--- src/rtl/card_dealer_ctrl_if.sv ---
// Handshake bundle between the card dealer controller, its players/consumer
// and the random-card datapath.
interface card_dealer_ctrl_if #(
   parameter int N_PLAYERS = 4
);
   logic [N_PLAYERS-1:0] req_i;
   logic                 ack_i;
   logic                 shuffle_i;
   logic [7:0]           card_to_send_dp_i;
   logic                 req_card_state_dp_o;
   logic [N_PLAYERS-1:0] grant_o;
   logic [7:0]           card_o;
   logic                 card_valid_o;
   logic                 busy_o;
   logic                 deck_empty_o;
   logic [6:0]           cards_left_o;

   modport master (
      output req_i, ack_i, shuffle_i, card_to_send_dp_i,
      input  req_card_state_dp_o, grant_o, card_o, card_valid_o,
             busy_o, deck_empty_o, cards_left_o
   );

   modport slave (
      input  req_i, ack_i, shuffle_i, card_to_send_dp_i,
      output req_card_state_dp_o, grant_o, card_o, card_valid_o,
             busy_o, deck_empty_o, cards_left_o
   );
endinterface

--- src/rtl/card_dealer_ctrl.sv ---
// Deals cards from a DECK_SIZE deck to round-robin arbitrated players, drawing
// values from a random datapath and falling back to the lowest free card.
module card_dealer_ctrl #(
   parameter int N_PLAYERS  = 4,
   parameter int DECK_SIZE  = 52,
   parameter int DP_LATENCY = 1,
   parameter int MAX_RETRY  = 255
) (
   input  logic              clk_ctl_i,
   input  logic              rst_ctl_i,
   card_dealer_ctrl_if.slave bus
);

   localparam int PW = (N_PLAYERS > 1) ? $clog2(N_PLAYERS) : 1;

   typedef enum logic [2:0] {IDLE, REQ, WAIT, CHECK, DELIVER} state_t;

   state_t               state, state_n;
   logic [DECK_SIZE-1:0] dealt, dealt_n;
   logic [6:0]           cards_left, cards_left_n;
   logic                 deck_empty, deck_empty_n;
   logic [N_PLAYERS-1:0] grant, grant_n;
   logic [PW-1:0]        grant_idx, grant_idx_n;
   logic [PW-1:0]        rr_ptr, rr_ptr_n;
   logic [7:0]           card, card_n;
   logic                 card_valid, card_valid_n;
   logic                 req_pulse, req_pulse_n;
   logic                 busy, busy_n;
   logic [7:0]           retry_cnt, retry_cnt_n;
   logic [3:0]           wait_cnt, wait_cnt_n;

   logic [2*N_PLAYERS-1:0] req_dbl;
   logic [N_PLAYERS-1:0]   req_rot;
   logic                   req_found;
   logic [PW:0]            req_sum;
   logic [PW-1:0]          req_idx;
   logic [255:0]           dealt_pad;
   logic                   dp_ok;
   logic [7:0]             fb_card;
   logic [7:0]             sel_card;

   // Rotating the request vector by the pointer turns round-robin into a
   // plain lowest-bit search; the found offset is then wrapped back.
   always_comb begin
      req_dbl   = {bus.req_i, bus.req_i};
      req_rot   = req_dbl[rr_ptr +: N_PLAYERS];
      req_found = 1'b0;
      req_sum   = '0;
      for (int k = N_PLAYERS - 1; k >= 0; k--) begin
         if (req_rot[k]) begin
            req_found = 1'b1;
            req_sum   = {1'b0, rr_ptr} + (PW+1)'(k);
         end
      end
      if (req_sum >= (PW+1)'(N_PLAYERS)) begin
         req_sum = req_sum - (PW+1)'(N_PLAYERS);
      end
      req_idx = req_sum[PW-1:0];
   end

   always_comb begin
      dealt_pad = 256'(dealt);
      dp_ok     = (bus.card_to_send_dp_i < 8'(DECK_SIZE)) &&
                  !dealt_pad[bus.card_to_send_dp_i];
      fb_card   = '0;
      for (int i = DECK_SIZE - 1; i >= 0; i--) begin
         if (!dealt[i]) begin
            fb_card = 8'(i);
         end
      end
      sel_card = dp_ok ? bus.card_to_send_dp_i : fb_card;
   end

   // Next-state and next-output logic; every output is registered from here.
   always_comb begin
      state_n      = state;
      dealt_n      = dealt;
      cards_left_n = cards_left;
      deck_empty_n = deck_empty;
      grant_n      = grant;
      grant_idx_n  = grant_idx;
      rr_ptr_n     = rr_ptr;
      card_n       = card;
      card_valid_n = card_valid;
      req_pulse_n  = 1'b0;
      retry_cnt_n  = retry_cnt;
      wait_cnt_n   = wait_cnt;
      case (state)
         IDLE: begin
            if (bus.shuffle_i) begin
               dealt_n      = '0;
               cards_left_n = 7'(DECK_SIZE);
               deck_empty_n = 1'b0;
            end else if (req_found && !deck_empty) begin
               grant_n     = N_PLAYERS'(1) << req_idx;
               grant_idx_n = req_idx;
               req_pulse_n = 1'b1;
               state_n     = REQ;
            end
         end
         REQ: begin
            wait_cnt_n = '0;
            state_n    = (DP_LATENCY > 1) ? WAIT : CHECK;
         end
         WAIT: begin
            if (wait_cnt == 4'(DP_LATENCY - 2)) begin
               state_n = CHECK;
            end else begin
               wait_cnt_n = wait_cnt + 4'd1;
            end
         end
         CHECK: begin
            if (dp_ok || (retry_cnt >= 8'(MAX_RETRY))) begin
               dealt_n      = dealt | (DECK_SIZE'(1) << sel_card);
               cards_left_n = cards_left - 7'd1;
               deck_empty_n = (cards_left == 7'd1);
               card_n       = sel_card;
               card_valid_n = 1'b1;
               state_n      = DELIVER;
            end else begin
               retry_cnt_n = retry_cnt + 8'd1;
               req_pulse_n = 1'b1;
               state_n     = REQ;
            end
         end
         DELIVER: begin
            if (bus.ack_i) begin
               card_valid_n = 1'b0;
               grant_n      = '0;
               retry_cnt_n  = '0;
               rr_ptr_n     = (grant_idx == PW'(N_PLAYERS - 1)) ? '0 : grant_idx + PW'(1);
               state_n      = IDLE;
            end
         end
         default: state_n = IDLE;
      endcase
      busy_n = (state_n != IDLE);
   end

   always_ff @(posedge clk_ctl_i) begin
      if (!rst_ctl_i) begin
         state      <= IDLE;
         dealt      <= '0;
         cards_left <= 7'(DECK_SIZE);
         deck_empty <= 1'b0;
         grant      <= '0;
         grant_idx  <= '0;
         rr_ptr     <= '0;
         card       <= '0;
         card_valid <= 1'b0;
         req_pulse  <= 1'b0;
         busy       <= 1'b0;
         retry_cnt  <= '0;
         wait_cnt   <= '0;
      end else begin
         state      <= state_n;
         dealt      <= dealt_n;
         cards_left <= cards_left_n;
         deck_empty <= deck_empty_n;
         grant      <= grant_n;
         grant_idx  <= grant_idx_n;
         rr_ptr     <= rr_ptr_n;
         card       <= card_n;
         card_valid <= card_valid_n;
         req_pulse  <= req_pulse_n;
         busy       <= busy_n;
         retry_cnt  <= retry_cnt_n;
         wait_cnt   <= wait_cnt_n;
      end
   end

   assign bus.req_card_state_dp_o = req_pulse;
   assign bus.grant_o             = grant;
   assign bus.card_o              = card;
   assign bus.card_valid_o        = card_valid;
   assign bus.busy_o              = busy;
   assign bus.deck_empty_o        = deck_empty;
   assign bus.cards_left_o        = cards_left;

endmodule

--- src/flat_wrapper.sv ---
// flat-port wrapper written by rule: the top's interface ports become plain ports
module card_dealer_ctrl_flat 
#(
   parameter int N_PLAYERS  = 4,
   parameter int DECK_SIZE  = 52,
   parameter int DP_LATENCY = 1,
   parameter int MAX_RETRY  = 255
)
  (clk_ctl_i, rst_ctl_i, bus_req_i, bus_ack_i, bus_shuffle_i, bus_card_to_send_dp_i, bus_req_card_state_dp_o, bus_grant_o, bus_card_o, bus_card_valid_o, bus_busy_o, bus_deck_empty_o, bus_cards_left_o);
  card_dealer_ctrl_if #(.N_PLAYERS(N_PLAYERS)) bus_i ();
  input  logic clk_ctl_i;
  input  logic rst_ctl_i;
  input wire logic [$bits(bus_i.req_i)-1:0] bus_req_i;
  input wire logic [$bits(bus_i.ack_i)-1:0] bus_ack_i;
  input wire logic [$bits(bus_i.shuffle_i)-1:0] bus_shuffle_i;
  input wire logic [$bits(bus_i.card_to_send_dp_i)-1:0] bus_card_to_send_dp_i;
  output wire logic [$bits(bus_i.req_card_state_dp_o)-1:0] bus_req_card_state_dp_o;
  output wire logic [$bits(bus_i.grant_o)-1:0] bus_grant_o;
  output wire logic [$bits(bus_i.card_o)-1:0] bus_card_o;
  output wire logic [$bits(bus_i.card_valid_o)-1:0] bus_card_valid_o;
  output wire logic [$bits(bus_i.busy_o)-1:0] bus_busy_o;
  output wire logic [$bits(bus_i.deck_empty_o)-1:0] bus_deck_empty_o;
  output wire logic [$bits(bus_i.cards_left_o)-1:0] bus_cards_left_o;
  assign bus_i.req_i = bus_req_i;
  assign bus_i.ack_i = bus_ack_i;
  assign bus_i.shuffle_i = bus_shuffle_i;
  assign bus_i.card_to_send_dp_i = bus_card_to_send_dp_i;
  assign bus_req_card_state_dp_o = bus_i.req_card_state_dp_o;
  assign bus_grant_o = bus_i.grant_o;
  assign bus_card_o = bus_i.card_o;
  assign bus_card_valid_o = bus_i.card_valid_o;
  assign bus_busy_o = bus_i.busy_o;
  assign bus_deck_empty_o = bus_i.deck_empty_o;
  assign bus_cards_left_o = bus_i.cards_left_o;
  card_dealer_ctrl #(.N_PLAYERS(N_PLAYERS), .DECK_SIZE(DECK_SIZE), .DP_LATENCY(DP_LATENCY), .MAX_RETRY(MAX_RETRY)) u_core (.clk_ctl_i(clk_ctl_i), .rst_ctl_i(rst_ctl_i), .bus(bus_i));
endmodule
--- config.mk ---
export PLATFORM = sky130hd
export DESIGN_NAME = card_dealer_ctrl_flat
export DESIGN_NICKNAME = d
export VERILOG_FILES = /design/src/rtl/card_dealer_ctrl_if.sv /design/src/rtl/card_dealer_ctrl.sv /design/src/flat_wrapper.sv
export SDC_FILE = /design/constraint.sdc
export NUM_CORES = 1
export LEC_CHECK = 0
export ABC_AREA = 1
export ABC_CLOCK_PERIOD_IN_PS = 3630
export CORE_ASPECT_RATIO = 0.9
export CORE_UTILIZATION = 40
export CTS_CLUSTER_SIZE = 40
export DETAILED_ROUTE_END_ITERATION = 8
export MAX_ROUTING_LAYER = met4
export PLACE_DENSITY = 0.7
export SYNTH_ARGS = -nofsm -noshare
export SYNTH_HDL_FRONTEND = slang
export SYNTH_SLANG_ARGS = --single-unit
--- constraint.sdc ---
create_clock -name clk_ctl_i -period 3.63 [get_ports clk_ctl_i]
set_input_delay 0.726 -clock clk_ctl_i [delete_from_list [all_inputs] [get_ports clk_ctl_i]]
set_output_delay 0.726 -clock clk_ctl_i [all_outputs]
set_load 0.02 [all_outputs]
Yosys cells after proc, flatten, opt, wreduce, memory -nomap -nowiden

Cells that the tools add are included.
Widths: inputs -> output; s select.

Memories: 0
ROM bits: 0
Latch bits: 0
Word-level logic and storage cells: 159
Register bits after elaboration: 94
Output and inout bits: 23
Input bits: 16
Memory bits (writable): 0

Add/subtract/negate cells: 8
Eq/ne operators: 14
Reductions and logical operators: 19
Muxes and demuxes: 96
$lt $le $gt $ge: 4
Div/mod/pow operators: 0
Shift operators: 3
Multipliers: 0
Bitwise operators: 2

Operator list:

| kind                 | count |
|---|---|
| $mux 6               | 52 |
| $mux 52              | 2 |
| $pmux 52 s2          | 1 |
| $or 52x52->52        | 1 |
| $shl 1x8->52 const A | 1 |
| $mux 3               | 9 |
| $mux 8               | 3 |
| $mux 4               | 4 |
| $pmux 4 s2           | 2 |
| $pmux 8 s2           | 1 |
| $pmux 3 s5           | 1 |
| $mux 7               | 2 |
| $pmux 7 s2           | 1 |
| $mux 1               | 12 |
| $reduce_and 3->1     | 4 |
| $ne 2x2->1 const B   | 5 |
| $lt 8x9->1 const B   | 1 |
| $add 8x1->8 const B  | 1 |
| $bmux 1 s8           | 1 |
| $ge 8x8->1 const B   | 1 |
| $lt 8x6->1 const B   | 1 |
| $reduce_bool 2->1    | 4 |
| $shiftx 8x3->4       | 1 |
| $eq 7x1->1 const B   | 1 |
| 24 further kinds     | 34 |

Longest topological paths before layout

Gate-level depths: netlist of the first run.

Word-level depth: 57
Depth in mapped cells: 57
Mapped depth without buffers: 57

Worst setup path after synthesis of the first run

No wires, ideal clock.

Kind: in2reg
Start: in bus_card_to_send_dp_i[1]
End: reg u_core.dealt[15]
Arrival time: 3482 ps
Library setup time: 67 ps
Stages on the path: 18
Slack: 81 ps
Data required time: 3563 ps
Path buffers: 2
Cells stage by stage: clkbuf_1 > inv_1 > clkbuf_1 > a21oi_1 > o21ai_1 > nand2_1 > nand2_1 > a31oi_1 > a41o_1 > nand2_1 > nand3_1 > inv_1 > nand2_1 > nand2_1 > clkinv_1 > nor2_2 > nand3_1 > a21oi_2

Word-level cells in the longest chain between the ends: 9
Elaborated cells between the ends (all ways): 13
Classes of those cells: order compare: 1; eq/ne: 1; shift: 1; mux: 5; bitwise: 1; reduce/logical: 4

RTL lines:

| element                      | line                    | text |
|---|---|---|
| start, declared              | flat_wrapper.sv:16      | `input wire logic [$bits(bus_i.card_to_send_dp_i)-1:0] bus_card_to_send_dp_i;` |
| $bmux 1 s8                   | card_dealer_ctrl.sv:64  | `!dealt_pad[bus.card_to_send_dp_i];` |
| $mux 1 (not written as such) | card_dealer_ctrl.sv:64  |  |
| $logic_not 1->1              | card_dealer_ctrl.sv:64  |  |
| $logic_and 1x1->1            | card_dealer_ctrl.sv:63  | `dp_ok = (bus.card_to_send_dp_i < 8'(DECK_SIZE)) &&` |
| $mux 8                       | card_dealer_ctrl.sv:71  | `sel_card = dp_ok ? bus.card_to_send_dp_i : fb_card;` |
| $shl 1x8->52                 | card_dealer_ctrl.sv:114 | `dealt_n = dealt \| (DECK_SIZE'(1) << sel_card);` |
| $or 52x52->52                | card_dealer_ctrl.sv:114 |  |
| $mux 52                      | card_dealer_ctrl.sv:113 | `if (dp_ok \|\| (retry_cnt >= 8'(MAX_RETRY))) begin` |
| $pmux 52 s2                  | card_dealer_ctrl.sv:88  | `case (state)` |
| end signal, assigned         | card_dealer_ctrl.sv:157 | `dealt <= dealt_n;` |
| end, declared                | card_dealer_ctrl.sv:19  | `logic [DECK_SIZE-1:0] dealt, dealt_n;` |

Several ways; a longest one is shown, not always the timed one. The select of a mux whose other input is x is not followed.
A chain may end at the register's enable or synchronous reset.

Worst setup path after layout of the first run

Start: reg u_core.dealt[51]
End: reg u_core.dealt[19]

Word-level cells in the longest chain between the ends: 57
Elaborated cells between the ends (all ways): 64
Classes of those cells: eq/ne: 1; shift: 1; mux: 57; bitwise: 1; reduce/logical: 4

RTL lines:

| element               | line                    | text |
|---|---|---|
| $mux 6 (52 in series) | card_dealer_ctrl.sv:67  | `if (!dealt[i]) begin` |
| $mux 8                | card_dealer_ctrl.sv:71  |  |
| $shl 1x8->52          | card_dealer_ctrl.sv:114 |  |
| $or 52x52->52         | card_dealer_ctrl.sv:114 |  |
| $mux 52               | card_dealer_ctrl.sv:113 |  |
| $pmux 52 s2           | card_dealer_ctrl.sv:88  |  |

Several ways; a longest one is shown, not always the timed one. The select of a mux whose other input is x is not followed.

==> results of run 1 <==
## layout make-up
class                      instances  area share [%]
clock inverter                     6           1.693
clock buffer                      10           3.521
timing repair buffer              94           13.64
tap                              160           3.079
inverter                         116           6.696
multi-input combinational        518           42.41
sequential                        94           28.96
## tightest hold or removal path, cell delays in order, from the launching register on
cell and delay, ps:
dfxtp_1 310, nand2_1 50, nor2_1 40
## cells by family after synthesis
logic type                 after synthesis  synth area share, %
AOI/OAI and AO/OA                      179                19.20
adders and majority gates                5                1.239
and+or+nand+nor                        330                30.77
buffers and inverters                  143                10.80
DFF                                     94                37.26
muxes                                    1               0.1982
xor gates and xnor gates                 3               0.5204
## timing repair
action | CTS | global route
gates resized for setup | 20 | 11
setup buffers | 2 | 1
setup endpoints to repair | 50 | 55
hold buffers | 0 | 0
pin swaps | 4 | 4
## state kept, by name (all words and copies together), names as in the netlist
| signal | cells |
|---|---|
| u_core.dealt | 52 |
| u_core.grant_idx | 2 |
| u_core.bus.cards_left_o | 7 |
| u_core.wait_cnt | 4 |
| u_core.bus.req_card_state_dp_o | 1 |
| u_core.bus.card_valid_o | 1 |
| u_core.bus.deck_empty_o | 1 |
| u_core.bus.grant_o | 4 |
| u_core.state | 3 |
| u_core.bus.card_o | 8 |
| u_core.retry_cnt | 8 |
| u_core.rr_ptr | 2 |
| u_core.bus.busy_o | 1 |
## synthesized netlist by cell type, drive strengths merged (2+ instances only)
library cell / number
a211oi: 2
a21oi: 101
o22ai: 2
o211ai: 3
nor3: 16
clkbuf: 20
buf: 7
nand3: 85
inv: 114
nor4: 8
nor2: 67
or2: 3
xor2: 2
dfxtp: 94
ha: 5
nand2: 138
o21ai: 56
nand4: 12
a31oi: 6
clkinv: 2
o21bai: 3
## metal layers
| layer | share of wire [%] | wire length, um | vias to the layer above | track usage, % |
|---|---|---|---|---|
| li1 | - | - | 2655 | - |
| met1 | 47 | 7046 | 2395 | 32.87 |
| met2 | 42 | 6284 | 217 | 36.29 |
| met3 | 8.0 | 1193 | 42 | 5.327 |
| met4 | 3.2 | 476 | 0 | 10.85 |
| met5 | 0 | 0 | - | - |
## power groups by stage
| stage | clock (mW) | combinational [mW] | sequential [mW] |
|---|---|---|---|
| finish | 1.08 | 0.742 | 1.13 |
| global route | 1.14 | 0.811 | 1.14 |
| CTS | 1.09 | 0.724 | 1.13 |
| detailed placement | 0 | 0.696 | 1.15 |
| global placement | 0 | 0.695 | 1.15 |
| floorplan | 0 | 0.392 | 1.18 |
## how the worst max path moves through the flow
stage	depth (start not counted)	startpoint	to	slack [ps]
6_report	58	u_core.dealt[51]$_SDFFE_PN0P_	u_core.dealt[19]$_SDFFE_PN0P_	-250
5_1_grt	58	u_core.dealt[51]$_SDFFE_PN0P_	u_core.dealt[19]$_SDFFE_PN0P_	-760
4_1_cts	58	u_core.dealt[51]$_SDFFE_PN0P_	u_core.dealt[19]$_SDFFE_PN0P_	-130
3_5_place_dp	24	bus_card_to_send_dp_i[0]	u_core.retry_cnt[7]$_SDFFE_PN0P_	-210
3_3_place_gp	24	bus_card_to_send_dp_i[0]	u_core.retry_cnt[7]$_SDFFE_PN0P_	-200
2_1_floorplan	18	bus_card_to_send_dp_i[1]	u_core.dealt[15]$_SDFFE_PN0P_	80
==> results.cfg, run 1 <==
[outcome]
outcome = finished, violations left
failed_checks = negative setup slack

[critical_path]
path_buf_inv = 2
reg2regPathDepth = 58
critPathTopFamily = simple AND/OR/NAND/NOR gates
worst_ep_required_time_ps = 3890
start_kind = register
path_class = reg -> reg
critical_path.max_fanout = 5
critPathSlowestCell = dfxtp_2
end_kind = register
critPathMaxStageDelay_ps = 320
critical_path.reg2reg.endpoint = u_core.dealt[19]$_SDFFE_PN0P_
crit_top_cell = nand2_1
crit_arrival_ps = 4140
rrSetupSlack_ps = -250
r2r-start = u_core.dealt[51]$_SDFFE_PN0P_

[clock_tree]
clock-sinks = 94
cts.path.max_buffers = 2
htreeDepth = 3
numCtsBuffers = 9
path_clk_slew_ps = 60
tritoncts = yes
clk_latency_ps = 360
root_buffer = clkbuf_16

[detailed_routing]
viasPerCell = 5.320
drt_wl_total_mm = 15.00
drt_pass1_iterations = 5
drcViolationCount = 0
ant_nets = 0
drt_first_iter_violations = 540
avgRoutedWirePerCell_um = 15.03
vias = 5309

[floorplanning]
rows = 38
die_width_um = 120.4
die_h_um = 108.6
io_pins = 39
core_area_um2 = 12170
fp.dieArea_um2 = 13080
initial_core_util_pct = 41.49

[pwr]
seqPwrFrac_pct = 38.3
vdd_drop_max_mv = 0.4495
p_int_mw = 2.038
power.density_nw_per_um2 = 453.0
fin_total_pwr_mw = 2.945
swShare_pct = 30.81
power_leakage_nw = 2.292
power_frac_comb_pct = 25.2
net-switching-power_uw = 907.3
power_frac_clock_pct = 36.5

[final_layout]
stdcell_count = 998
n_antenna_cell = 0
synthToLayoutAreaGrowth_pct = 28.77
fin_nets = 854
multi_input_area_um2 = 2758
drive_gt1_share_pct = 14.92
final_core_util_pct = 53.42
final-seq-area_um2 = 1883
final_cell_mix = 133 x nand2_1, 111 x inv_1, 95 x a21oi_1
fill_cells = 1183
design_area_um2 = 6502
layout_commonest_cell = nand2_1

[global_route]
grt_pass1_wl_mm = 24.65
overflow = 0
grt_usage_pct = 24.83
grt_max_degree = 46
antenna_found_initial = 0
grt_pass1_vias = 4853

[synth]
synth_area_leader_cell = dfxtp_1
avgSynthCellArea_um2 = 6.689
synthFlopType = dfxtp_1
syn_area_um2 = 5050
ys_seq_area_share_pct = 37.26
synth_top_area_share_pct = 37.26
synthCells = 755
async_flop_share_pct = 0
yosysUniqueCellTypes = 42
yosysWarnings = 0
synthesis.nets = 776
netlist_top_cells_area = dfxtp_1 37%, nand2_1 10%, a21oi_1 9.8%, inv_1 8.3%, nand3_1 8.0%
synth-edff-count = 0
synth_seq_cells = 94

[sta]
fin_crit_sh_pct = 106.8
finalSetupViolations = 53
finalSetupTns_ps = -9366
whs_ps = 441.0
period_needed_ps = 3877
finalHoldViolCount = 0
tightest_slew_ps = 979.5
fin_ws_ps = -246.8
finalClockSkew_ps = 12.39
relSlewSlack_pct = 34.47
rsz0062_at_grt = true
slew_violations = 0
fmax_mhz = 257.9

[job]
maxCapViolCount = 0

[place]
portBuffers = 38
preCtsSetupSlack_ps = -209.5
post_dp_cell_area_um2 = 5983
place_inst = 979
routabilityCongestion = 0.9535
dp_hpwl_mm = 10.93

[hold_path]
holdPathEnd = u_core.bus.card_o[6]$_SDFFE_PN0P_
min_from = u_core.bus.card_o[6]$_SDFFE_PN0P_
whs_path_depth = 2
hold_path_class = reg -> reg
(Power assumes the default switching activity.)
==> inputs of run 2 (changes only) <==
--- a/config.mk
+++ b/config.mk
@@ -13,2 +13,3 @@
 export DETAILED_ROUTE_END_ITERATION = 8
+export HOLD_SLACK_MARGIN = 0.12
 export MAX_ROUTING_LAYER = met4
--- a/constraint.sdc
+++ b/constraint.sdc
@@ -3,2 +3,2 @@
 set_output_delay 0.726 -clock clk_ctl_i [all_outputs]
-set_load 0.02 [all_outputs]
+set_load 0.01 [all_outputs]
==> results of run 2 <==
Same layout as run 1 (identical final DEF). Status: finished, violations left: negative setup slack.
Main changes from that run: total power 2.945 mW -> 2.922 mW; worst IR drop on VDD 0.4495 mV -> 0.4425 mV
==> inputs of run 3 (changes only) <==
SKIP_CTS_REPAIR_TIMING = 1   (was default)
SLEW_MARGIN = 40   (was default)
==> run 3 against run 2 <==
Clock skew down 2.8 ps. Maximum frequency up 1.1%. Setup slack improved by 40 ps. Via count down 0.72%. Largest cell class unchanged. Worst hold slack got worse by 1.1 ps. Register-to-register slack improved by 40 ps. Routed wire length barely moved. The flow still finishes with violations (negative setup slack). First-iteration DRC count is 7.2% lower. Global-route usage is 0.64 points lower.
==> results.cfg, run 3 (synthesis gave the netlist of run 1 again) <==
[outcome]
outcome = finished, violations left
failed_checks = negative setup slack

[critical_path]
crit_top_cell = nand2_1
critPathMaxStageDelay_ps = 330
critical_path.max_fanout = 5
path_buf_inv = 2
critical_path.reg2reg.endpoint = u_core.dealt[36]$_SDFFE_PN0P_
worst_ep_required_time_ps = 3910
reg2regPathDepth = 57
start_kind = register
path_class = reg -> reg
r2r-start = u_core.dealt[51]$_SDFFE_PN0P_
critPathSlowestCell = dfxtp_2
critPathTopFamily = simple AND/OR/NAND/NOR gates
end_kind = register
rrSetupSlack_ps = -210
crit_arrival_ps = 4110

[sta]
slew_violations = 0
period_needed_ps = 3836
rsz0062_at_grt = true
fin_ws_ps = -206.4
tightest_slew_ps = 616.1
finalClockSkew_ps = 9.548
relSlewSlack_pct = 58.55
finalSetupViolations = 53
fin_crit_sh_pct = 105.7
finalHoldViolCount = 0
fmax_mhz = 260.7

[job]
maxCapViolCount = 0

[clock_tree]
tritoncts = yes
cts.path.max_buffers = 2
htreeDepth = 3
clock-sinks = 94
clk_latency_ps = 350
path_clk_slew_ps = 60
root_buffer = clkbuf_16
numCtsBuffers = 9

[final_layout]
final_cell_mix = 133 x nand2_1, 111 x inv_1, 93 x dfxtp_1
fin_nets = 853
stdcell_count = 997
regMostFlops = u_core.dealt
multi_input_area_um2 = 2843
fill_cells = 1161
final-seq-area_um2 = 1883
largest_register_ffs = 52
n_antenna_cell = 0
drive_gt1_share_pct = 16.25
synthToLayoutAreaGrowth_pct = 29.78
layout_commonest_cell = nand2_1

[detailed_routing]
drt_first_iter_violations = 501
avgRoutedWirePerCell_um = 15.04
drt_pass1_iterations = 5
drcViolationCount = 0
vias = 5271
drt_wl_total_mm = 15.00
viasPerCell = 5.287
ant_nets = 0

[pwr]
power_leakage_nw = 2.284
seqPwrFrac_pct = 39.8
power_frac_clock_pct = 34.6
vdd_drop_max_mv = 0.3917
fin_total_pwr_mw = 2.834
power.density_nw_per_um2 = 432.4
p_int_mw = 1.937
power_frac_comb_pct = 25.6
net-switching-power_uw = 896.4
swShare_pct = 31.63

[hold_path]
hold_path_class = reg -> reg
min_from = u_core.bus.card_o[6]$_SDFFE_PN0P_
whs_path_depth = 2
holdPathEnd = u_core.bus.card_o[6]$_SDFFE_PN0P_

[floorplanning]
core_area_um2 = 12170
initial_core_util_pct = 41.49
die_width_um = 120.4
fp.dieArea_um2 = 13080
rows = 38
io_pins = 39
die_h_um = 108.6

[place]
dp_hpwl_mm = 10.80
portBuffers = 38
preCtsSetupSlack_ps = -236.4
place_inst = 979
routabilityCongestion = 0.9535

[global_route]
overflow = 0
grt_pass1_wl_mm = 23.94
antenna_found_initial = 0
grt_max_degree = 46
grt_pass1_vias = 4725
grt_usage_pct = 24.19
run 3: changes by cell type in the layout (fill, tap and decap cells not counted), sizes merged:
cell,change
bufinv,-2
clkbuf,+2
buf,-1
clkinv,+1
clkinvlp,-1
run 3: final cells by class:
cell class | count | share of cell area (%)
inverters | 116 | 6.682
multi-input cells | 518 | 43.38
repair buffers | 93 | 13.40
clock inverters | 4 | 0.8400
well taps | 160 | 3.055
clock buffers | 12 | 3.914
flip-flops and latches | 94 | 28.73
run 3: metal layers:
| layer | track usage, % | vias to the layer above | routed length (um) |
|---|---|---|---|
| met5 | - | - | 0 |
| met4 | 7.496 | 0 | 297 |
| met3 | 6.962 | 29 | 1271 |
| met2 | 34.28 | 216 | 6428 |
| met1 | 32.92 | 2372 | 6997 |
| li1 | - | 2654 | - |
run 3: per-stage QoR:
step	setup TNS, ps	hold WS (ps)	util [%]	cell area [um2]
global placement	-1020	425.5	49.16	5983
CTS	-1936	445.5	51.76	6300
detailed placement	-920.8	437.0	49.20	5988
global route	-36840	474.6	53.84	6554
floorplan	0	426.9	-	5050
finish	-6838	439.9	53.84	6554
run 3: power groups by stage:
| stage | registers (mW) | clock network [mW] | logic [mW] |
|---|---|---|---|
| floorplan | 1.16 | 0 | 0.392 |
| global placement | 1.15 | 0 | 0.671 |
| detailed placement | 1.15 | 0 | 0.677 |
| CTS | 1.13 | 0.999 | 0.682 |
| global route | 1.14 | 1.05 | 0.793 |
| finish | 1.13 | 0.980 | 0.726 |
run 3: how the worst max path moves through the flow:
stage	start	slack, ps	endpoint	cells past startpoint
CTS	u_core.dealt[51]$_SDFFE_PN0P_	-150	u_core.dealt[38]$_SDFFE_PN0P_	56
global placement	bus_card_to_send_dp_i[0]	-200	u_core.retry_cnt[7]$_SDFFE_PN0P_	24
global route	u_core.dealt[51]$_SDFFE_PN0P_	-780	u_core.dealt[45]$_SDFFE_PN0P_	57
finish	u_core.dealt[51]$_SDFFE_PN0P_	-210	u_core.dealt[36]$_SDFFE_PN0P_	57
detailed placement	bus_card_to_send_dp_i[0]	-240	u_core.retry_cnt[7]$_SDFFE_PN0P_	24
floorplan	bus_card_to_send_dp_i[1]	80	u_core.dealt[15]$_SDFFE_PN0P_	18
run 3: worst register-to-register path: cells and delay by family (launching register included):
kind	cells	cell delay, ps
AOI/OAI and AO/OA	1	130
buffers and inverters	2	160
DFF	1	330
and+or+nand+nor	54	3080
